### config.mk
export PLATFORM = sky130hd
export DESIGN_NAME = mc_rr_mem
export DESIGN_NICKNAME = d
export VERILOG_FILES = /design/src/rtl/mc_pkg.sv /design/src/rtl/mc_rr_arb.sv /design/src/rtl/mc_rr_mem.sv
export SDC_FILE = /design/constraint.sdc
export NUM_CORES = 1
export LEC_CHECK = 0
export ABC_AREA = 1
export BUFFER_PORTS_ARGS = -buffer_cell sky130_fd_sc_hd__buf_2
export CAP_MARGIN = 10
export CELL_PAD_IN_SITES_DETAIL_PLACEMENT = 1
export CELL_PAD_IN_SITES_GLOBAL_PLACEMENT = 2
export CORE_MARGIN = 10
export CORE_UTILIZATION = 43
export DETAILED_ROUTE_END_ITERATION = 16
export HOLD_SLACK_MARGIN = 0.06
export PLACE_DENSITY = 0.91
export REMOVE_ABC_BUFFERS = 1
export SETUP_SLACK_MARGIN = 0.02
export SLEW_MARGIN = 40
export SYNTH_ARGS = -nofsm -noshare
export SYNTH_HDL_FRONTEND = slang
export SYNTH_SLANG_ARGS = --single-unit
### constraint.sdc
create_clock -name clk -period 6.4 [get_ports clk]
set_input_delay 1.28 -clock clk [delete_from_list [all_inputs] [get_ports clk]]
set_output_delay 1.28 -clock clk [all_outputs]
set_load 0.01 [all_outputs]
### src/rtl/mc_pkg.sv
// Shared types and helpers for the round-robin multi-channel memory controller.
// Holds the FSM state enum, default geometry and the round-robin/parity helper functions.
package mc_pkg;

    typedef enum logic {
        ST_INIT = 1'b0,
        ST_RUN  = 1'b1
    } mc_state_e;

    localparam int MC_DEF_ADDR_WIDTH = 4;
    localparam int MC_DEF_DATA_WIDTH = 32;
    localparam int MC_DEF_NUM_CH     = 2;

    function automatic int lane_count(input int data_width);
        return data_width / 8;
    endfunction

    function automatic int mem_depth(input int addr_width);
        return 1 << addr_width;
    endfunction

    // Pointer moves one past the granted channel, wrapping after the last one.
    function automatic int rr_next_ptr(input int gidx, input int num_ch);
        return (gidx >= num_ch - 1) ? 0 : gidx + 1;
    endfunction

    function automatic logic byte_parity(input logic [7:0] b);
        return ^b;
    endfunction

endpackage

### src/rtl/mc_rr_arb.sv
// Round-robin arbiter with a registered priority pointer; grant is combinational.
// Reusable for any shared resource: enable gates all grants without moving the pointer.
module mc_rr_arb
    import mc_pkg::*;
#(
    parameter int NUM_CH = MC_DEF_NUM_CH
) (
    input  logic              clk,
    input  logic              reset,
    input  logic [NUM_CH-1:0] req,
    input  logic              enable,
    output logic [NUM_CH-1:0] gnt
);

    localparam int PTR_W = (NUM_CH > 1) ? $clog2(NUM_CH) : 1;

    logic [PTR_W-1:0]  ptr_r;
    logic [PTR_W-1:0]  idx_s;
    logic [PTR_W-1:0]  gidx_s;
    logic [NUM_CH-1:0] gnt_s;
    logic              hit_s;
    logic              found_s;

    // Search upward from the pointer with wrap; the first requester wins.
    always_comb begin
        gnt_s   = '0;
        found_s = 1'b0;
        gidx_s  = ptr_r;
        idx_s   = ptr_r;
        hit_s   = 1'b0;
        for (int i = 0; i < NUM_CH; i++) begin
            idx_s         = PTR_W'((int'(ptr_r) + i) % NUM_CH);
            hit_s         = enable & req[idx_s] & ~found_s;
            gnt_s[idx_s]  = gnt_s[idx_s] | hit_s;
            gidx_s        = hit_s ? idx_s : gidx_s;
            found_s       = found_s | hit_s;
        end
    end

    // Priority pointer advances only when a grant is issued.
    always_ff @(posedge clk or posedge reset) begin
        if (reset) begin
            ptr_r <= '0;
        end else if (found_s) begin
            ptr_r <= PTR_W'(rr_next_ptr(int'(gidx_s), NUM_CH));
        end
    end

    assign gnt = gnt_s;

endmodule

### src/rtl/mc_rr_mem.sv
// Multi-channel single-port register-array memory with round-robin arbitration and init sweep.
// Optional macro MC_RR_MEM_PARITY_EN adds per-byte even parity storage and a perr output.
module mc_rr_mem
    import mc_pkg::*;
#(
    parameter int                    ADDR_WIDTH = MC_DEF_ADDR_WIDTH,
    parameter int                    DATA_WIDTH = MC_DEF_DATA_WIDTH,
    parameter int                    NUM_CH     = MC_DEF_NUM_CH,
    parameter logic [DATA_WIDTH-1:0] INIT_VAL   = {DATA_WIDTH{1'b1}}
) (
    input  logic                             clk,
    input  logic                             reset,
    input  logic [NUM_CH-1:0]                req,
    input  logic [NUM_CH-1:0]                we,
    input  logic [NUM_CH*ADDR_WIDTH-1:0]     addr,
    input  logic [NUM_CH*DATA_WIDTH-1:0]     wdata,
    input  logic [NUM_CH*(DATA_WIDTH/8)-1:0] be,
    output logic [NUM_CH-1:0]                gnt,
    output logic [NUM_CH-1:0]                rvalid,
    output logic [DATA_WIDTH-1:0]            rdata,
`ifdef MC_RR_MEM_PARITY_EN
    output logic [DATA_WIDTH/8-1:0]          perr,
`endif
    output logic                             init_done
);

    localparam int NB    = lane_count(DATA_WIDTH);
    localparam int DEPTH = mem_depth(ADDR_WIDTH);
    localparam int SEL_W = (NUM_CH > 1) ? $clog2(NUM_CH) : 1;

    mc_state_e             state_r, state_s;
    logic [ADDR_WIDTH-1:0] init_cnt_r, init_cnt_s;
    logic                  init_wr_s;

    logic [DATA_WIDTH-1:0] mem_r [DEPTH];
    logic [NUM_CH-1:0]     gnt_s;
    logic [SEL_W-1:0]      sel_idx_s;
    logic [ADDR_WIDTH-1:0] sel_addr_s;
    logic [DATA_WIDTH-1:0] sel_wdata_s;
    logic [NB-1:0]         sel_be_s;
    logic                  sel_we_s;
    logic                  wr_s;
    logic                  rd_s;
    logic [NUM_CH-1:0]     rvalid_r;
    logic [DATA_WIDTH-1:0] rdata_r;

    mc_rr_arb #(.NUM_CH(NUM_CH)) u_arb (
        .clk    (clk),
        .reset  (reset),
        .req    (req),
        .enable (state_r == ST_RUN),
        .gnt    (gnt_s)
    );

    // Init sweep FSM: one INIT_VAL write per cycle, then RUN until reset.
    always_comb begin
        state_s    = state_r;
        init_cnt_s = init_cnt_r;
        init_wr_s  = 1'b0;
        case (state_r)
            ST_INIT: begin
                init_wr_s  = 1'b1;
                init_cnt_s = init_cnt_r + ADDR_WIDTH'(1);
                if (&init_cnt_r) begin
                    state_s = ST_RUN;
                end else begin
                    state_s = ST_INIT;
                end
            end
            ST_RUN:  state_s = ST_RUN;
            default: state_s = ST_INIT;
        endcase
    end

    // FSM state and sweep address registers.
    always_ff @(posedge clk or posedge reset) begin
        if (reset) begin
            state_r    <= ST_INIT;
            init_cnt_r <= '0;
        end else begin
            state_r    <= state_s;
            init_cnt_r <= init_cnt_s;
        end
    end

    // Steer the granted channel's request fields onto the single memory port.
    always_comb begin
        sel_idx_s = '0;
        for (int i = 0; i < NUM_CH; i++) begin
            sel_idx_s = gnt_s[i] ? SEL_W'(i) : sel_idx_s;
        end
        sel_addr_s  = addr[int'(sel_idx_s)*ADDR_WIDTH +: ADDR_WIDTH];
        sel_wdata_s = wdata[int'(sel_idx_s)*DATA_WIDTH +: DATA_WIDTH];
        sel_be_s    = be[int'(sel_idx_s)*NB +: NB];
        sel_we_s    = we[sel_idx_s];
        wr_s        = (|gnt_s) & sel_we_s;
        rd_s        = (|gnt_s) & ~sel_we_s;
    end

`ifdef MC_RR_MEM_PARITY_EN
    logic [NB-1:0] par_r [DEPTH];
    logic [NB-1:0] perr_s, perr_r, init_par_s;

    // Recompute parity of the addressed word and flag lanes that disagree with storage.
    always_comb begin
        perr_s     = '0;
        init_par_s = '0;
        for (int k = 0; k < NB; k++) begin
            perr_s[k]     = par_r[sel_addr_s][k] ^ byte_parity(mem_r[sel_addr_s][k*8 +: 8]);
            init_par_s[k] = byte_parity(INIT_VAL[k*8 +: 8]);
        end
    end
`endif

    // Storage array: no reset, filled by the sweep; byte-masked writes in RUN.
    always_ff @(posedge clk) begin
        if (init_wr_s) begin
            mem_r[init_cnt_r] <= INIT_VAL;
`ifdef MC_RR_MEM_PARITY_EN
            par_r[init_cnt_r] <= init_par_s;
`endif
        end else if (wr_s) begin
            for (int k = 0; k < NB; k++) begin
                if (sel_be_s[k]) begin
                    mem_r[sel_addr_s][k*8 +: 8] <= sel_wdata_s[k*8 +: 8];
`ifdef MC_RR_MEM_PARITY_EN
                    par_r[sel_addr_s][k] <= byte_parity(sel_wdata_s[k*8 +: 8]);
`endif
                end
            end
        end
    end

    // Registered read response; rdata holds between reads.
    always_ff @(posedge clk or posedge reset) begin
        if (reset) begin
            rvalid_r <= '0;
            rdata_r  <= '0;
`ifdef MC_RR_MEM_PARITY_EN
            perr_r   <= '0;
`endif
        end else begin
            rvalid_r <= rd_s ? gnt_s : '0;
            if (rd_s) begin
                rdata_r <= mem_r[sel_addr_s];
`ifdef MC_RR_MEM_PARITY_EN
                perr_r  <= perr_s;
`endif
            end
        end
    end

    assign gnt       = gnt_s;
    assign rvalid    = rvalid_r;
    assign rdata     = rdata_r;
    assign init_done = (state_r == ST_RUN);
`ifdef MC_RR_MEM_PARITY_EN
    assign perr      = perr_r;
`endif

endmodule

; After elaboration in Yosys (flattened, before gate mapping)
; Memory sizes are Yosys's and may differ from the RTL's. A register that Yosys moved wholly into a read port is not among the register bits.
; Index checks and enable logic that the tools add are counted.
[totals]
n_memories = 1
out_inout_bits = 37
ramBits = 512
ff_bits = 8
[op_classes]
shift = 3
n_addsub = 3
bitwise_logic = 12
n_reduce_logical = 5
order_cmp = 6
muxes = 40
[memory_table]
columns = memory, depth, word_bits, read_ports, rd_ports_with_merged_regs, wr, line
row1 = mem_r, 16, 32, 1, 1, 1, mc_rr_mem.sv:35  ; logic [DATA_WIDTH-1:0] mem_r [DEPTH];
[ops]
columns = op, count
row1 = $shiftx 64x7->32, 1
row2 = $mux 1, 32
row3 = $mux 32, 1
row4 = $reduce_or 32->1, 1
row5 = $shiftx 8x4->4, 2
row6 = $mux 4, 2
row7 = $lt 1x2->1 const B, 3
row8 = $and 1x1->1, 5
row9 = $add 4x1->4 const B, 1
row10 = $reduce_and 4->1, 1
row11 = $ge 1x1->1 const B, 3
row12 = $not 1->1, 3
row13 = $or 1x1->1, 3
row14 = $add 1x1->1 const B, 2
row15 = $and 2x2->2, 1
row16 = $bwmux 2, 1
row17 = $demux 1 s1, 2
row18 = $logic_and 1x1->1, 2
row19 = $mux 2, 1
row20 = $pmux 1 s2, 1
row21 = $reduce_or 2->1, 1

; Logic depth before layout (Yosys ltp)
[depth]
depth_word = 18
depth_mapped = 15

; Modules after synthesis
; A second synthesis with hierarchy kept.
[hier_totals]
cells_unflattened = 2411
area_unflattened_um2 = 24338.3
[by_module_without_submodules]
columns = mod, area_each_um2, cells_each, seq_area_each_um2, instances
row1 = mc_rr_mem, 24272.0, 2400, 16350.7, 1
row2 = mc_rr_arb, 66.3, 11, 25.0, 1

; Least setup slack after synthesis
; OpenSTA, ideal clock, no wires.
[synth_path]
path_kind = in2out
startpoint = input port req[1]
endpoint = output port gnt[1]
t_required_ps = 5120
path_slack_ps = 3092
arrival_time_ps = 2028
n_path_buf = 2
stages = 6
path_cell_list = nand2_2 > clkinv_4 > nand2_4 > inv_2 > clkbuf_1 > buf_4
[synth_via]
elab_chain_len = 9
elab_cells_between_ends = 14
classes_between = 7 x mux / 7 x bitwise
[synth_lines]
columns = element, line
row1 = "start, declared", mc_rr_mem.sv:13  ; input logic [NUM_CH-1:0] req,
row2 = $mux 1 (not written as such) (2 in a row), mc_rr_arb.sv:33  ; hit_s = enable & req[idx_s] & ~found_s;
row3 = $and 1x1->1, mc_rr_arb.sv:33
row4 = $or 1x1->1, mc_rr_arb.sv:34  ; gnt_s[idx_s] = gnt_s[idx_s] | hit_s;
row5 = $and 2x2->2 (no source line), n/a
row6 = $mux 1 (not written as such) (2 in a row), mc_rr_arb.sv:34
row7 = $or 1x1->1, mc_rr_arb.sv:34
row8 = $bwmux 2 *, mc_rr_arb.sv:34
row9 = "end, declared", mc_rr_mem.sv:18  ; output logic [NUM_CH-1:0] gnt,
; Mark *: on every way between the ends. The rest lies on a longest branch, timed or not. The select of a mux whose other input is x is not followed.

; Worst setup path after layout
[layout_path]
startpoint = input port req[1]
endpoint = memory mem_r[5][1] in the netlist's numbering (enable)
[layout_via]
elab_chain_len = 18
elab_cells_between_ends = 40
classes_between = 2 x shift / 28 x mux / 8 x bitwise / 2 x reduce/logical
[layout_lines]
columns = element, line
row1 = $mux 1 (not written as such) (2 in a row), mc_rr_arb.sv:33
row2 = $and 1x1->1, mc_rr_arb.sv:33
row3 = $or 1x1->1, mc_rr_arb.sv:34
row4 = $and 2x2->2 (no source line), n/a
row5 = $mux 1 (not written as such) (2 in a row), mc_rr_arb.sv:34
row6 = $or 1x1->1, mc_rr_arb.sv:34
row7 = $bwmux 2 *, mc_rr_arb.sv:34
row8 = "parallel branches: the longest is 9 deep, another holds $reduce_or 32->1", n/a
row9 = "end, declared", mc_rr_mem.sv:35
; Mark *: on every way between the ends. The select of a mux whose other input is x is not followed.

==> impl_metrics.ini <==
[global_route]
antenna_found_initial = 0
grt_use_total_pct = 22.22
gr-total-overflow = 0
grt_pass1_wl_mm = 115.3
grt_pass1_vias = 19450
grt_max_degree = 129

[clock_network]
cts_tree = yes
clk_pin_slew_ns = 0.06
clock_sinks = 552
cts-root-buf = clkbuf_16
htreeDepth = 2
clock_path_buffers = 3
holdBufCountCts = 0
cts_setup_buffers = 0
numCtsBuffers = 57
post_cts_resized = 0
insertion_delay_ns = 0.62

[worst_setup_path]
crit_chain = buf_2 > nand2_2 > clkinv_4 > nand2_4 > nand2_1 > nand2_1 > o21ai_4 > nand2_4 > nand2_1 > nand2_1 > nor2_4 > nand2_1 > nor2_1
crit_buf_inv = 2
crit_family = simple AND/OR/NAND/NOR gates
crit_slowest_cell = nor2_1
cp_max_fo = 40
worstPathArrival_ns = 4.48
start_kind = primary input
crit_top_cell = nand2_1
worstSetupEndpointType = register
cp_slowest_stage_delay_ns = 0.72
cp_data_required_time_ns = 6.63
setup.worst_path.class = primary input to register

[status]
status = completed

[synthesis]
ys_seq_area_share_pct = 65.59
syn-instance-count = 2566
ys_warn_count = 0
avgSynthCellArea_um2 = 9.730
yosys.cell_types.count = 31
synth-seq-cells = 552
netlist_area_um2 = 24970

[detailed_routing]
drc = 0
drtPass1Iterations = 5
detail_route.wirelength_mm = 75.88
wl_per_cell_um = 21.90
vias = 18250
vias_per_cell = 5.267
ant_nets = 0
drtIter0Drc = 1400

[timing]
hold_viol_final = 0
worst_pin_slew_ns = 0.8407
max_slew_margin_pct = 43.75
finalCritPeriodShare_pct = 66.41
finClkSkew_ns = 0.02431
fin_ws_ns = 2.150
holdWs_ns = 0.4747
rsz0062_at_grt = false
max_freq_ghz = 0.2353
drv_slew = 0
setup_viol = 0
period_minus_slack_ns = 4.250

[place]
io_buffers = 122
dp_hpwl_mm = 45.60
place_ws_ns = 1.555
placed_cell_area_um2 = 26400
place.gp.congestion = 0.8504

[layout]
drive_above_1_share_pct = 11.37
final_nets = 2741
final_common_cell = nand2_1
layout_common_cells = 712 x nand2_1, 524 x inv_1, 523 x nand3_1
syn_to_final_growth_pct = 13.33
antenna_cells = 0
design_area_um2 = 28300
postLayoutCoreUtil_pct = 49.14

[flow_run]
maxCapViolations = 0

[power]
power_density_nw_per_um2 = 313.4
p_leak_nw = 12.40
irDropWorstVdd_uv = 190.7
power_w = 0.008867

[floorplan]
dieArea_um2 = 68100
design.core.area_um2 = 57590
die_x_um = 261.0
pin_count = 123
die_h_um = 261.0
fp-row-count = 88
start_util_pct = 43.36

[hold_path]
hp-class = register to register
==> synth_stat cells (all sizes together) <==
cell type  number  share of area, %
clkbuf         39              0.59
nand3b          2             0.060
xor2            2             0.070
clkinv          2             0.050
nor2           75               1.5
nand4           1             0.025
or2             1             0.025
ha              1             0.050
o21ai           7              0.25
inv           529               8.0
nand3         527                11
nand2         732                11
a21oi           5              0.10
buf            90               1.8
xnor2           1             0.035
dfrtp          40               4.0
edfxtp        512                62
==> cells by family after synthesis <==
group | count (synthesis) | synth area share, %
AO/OA/AOI/OAI | 12 | 0.3457
XOR/XNOR | 3 | 0.1053
adder cells (fa/ha/maj) | 1 | 0.05010
buffers and inverters | 660 | 10.42
flip-flops | 552 | 65.59
AND/OR/NAND/NOR | 1338 | 23.49
==> path summary, 6_finish.rpt <==
| check | from | end | slack [ns] | cells after the start |
|---|---|---|---|---|
| worst max-delay path | req[1] | mem_r[5][1] | 2.15 | 13 |
| worst min-delay path | rdata[17] | rdata[17] | 0.47 | 2 |
| worst max register to register | init_done | mem_r[5][1] | 2.32 | 12 |
| worst min register to register | rdata[17] | rdata[17] | 0.47 | 2 |
| max in group asynchronous | reset | rdata[14] | 4.99 | 3 |
| min in group asynchronous | reset | rvalid[1] | 0.87 | 3 |
==> registers in the layout, indices dropped and copies added, names as in the netlist <==
| register | cells |
|---|---|
| mem_r | 512 |
| rvalid | 2 |
| u_arb.ptr_r | 1 |
| init_cnt_r | 4 |
| init_done | 1 |
| rdata | 32 |
==> final cells by class <==
cell class | count | area, µm²
clock buffer | 71 | 1499
clock inverter | 34 | 330.3
fill | 6441 | 29290
inverter | 531 | 2003
multi-input combinational | 1354 | 6133
sequential | 552 | 16380
tap | 765 | 957.2
timing repair buffer | 158 | 998.5
==> worst register-to-register path, cell delays in order (launching register included) <==
cell,delay [ns]
dfrtp_1,0.57
nand2_2,0.13
clkinv_4,0.11
nand2_4,0.17
nand2_1,0.11
nand2_1,0.15
o21ai_4,0.39
nand2_4,0.43
nand2_1,0.20
nand2_1,0.20
nor2_4,0.22
nand2_1,0.32
nor2_1,0.72
==> stage by stage <==
step                std cells  setup TNS [ns]
floorplan                2437         -344.14
global placement         3357               0
detailed placement       3360               0
CTS                      3465               0
global route             3465               0
finish                   3465               0
==> per-layer routing <==
layer / global-route usage, % / part of all wire, % / vias up
met2: 38.11 / 49 / 509
met1: 28.23 / 42 / 9249
met3: 4.168 / 6.1 / 142
met5: 0 / 0 / -
met4: 6.572 / 2.8 / 0
li1: - / - / 8349
==> power breakdown <==
part	internal, W	switching, W	leakage (nW)
Combinational	0.000322	0.000960	6.47
Sequential	0.00420	0.0000520	5.03
Clock	0.00193	0.00140	0.901
Total	0.00645	0.00242	12.4
Power figures use the tool's default switching activity.
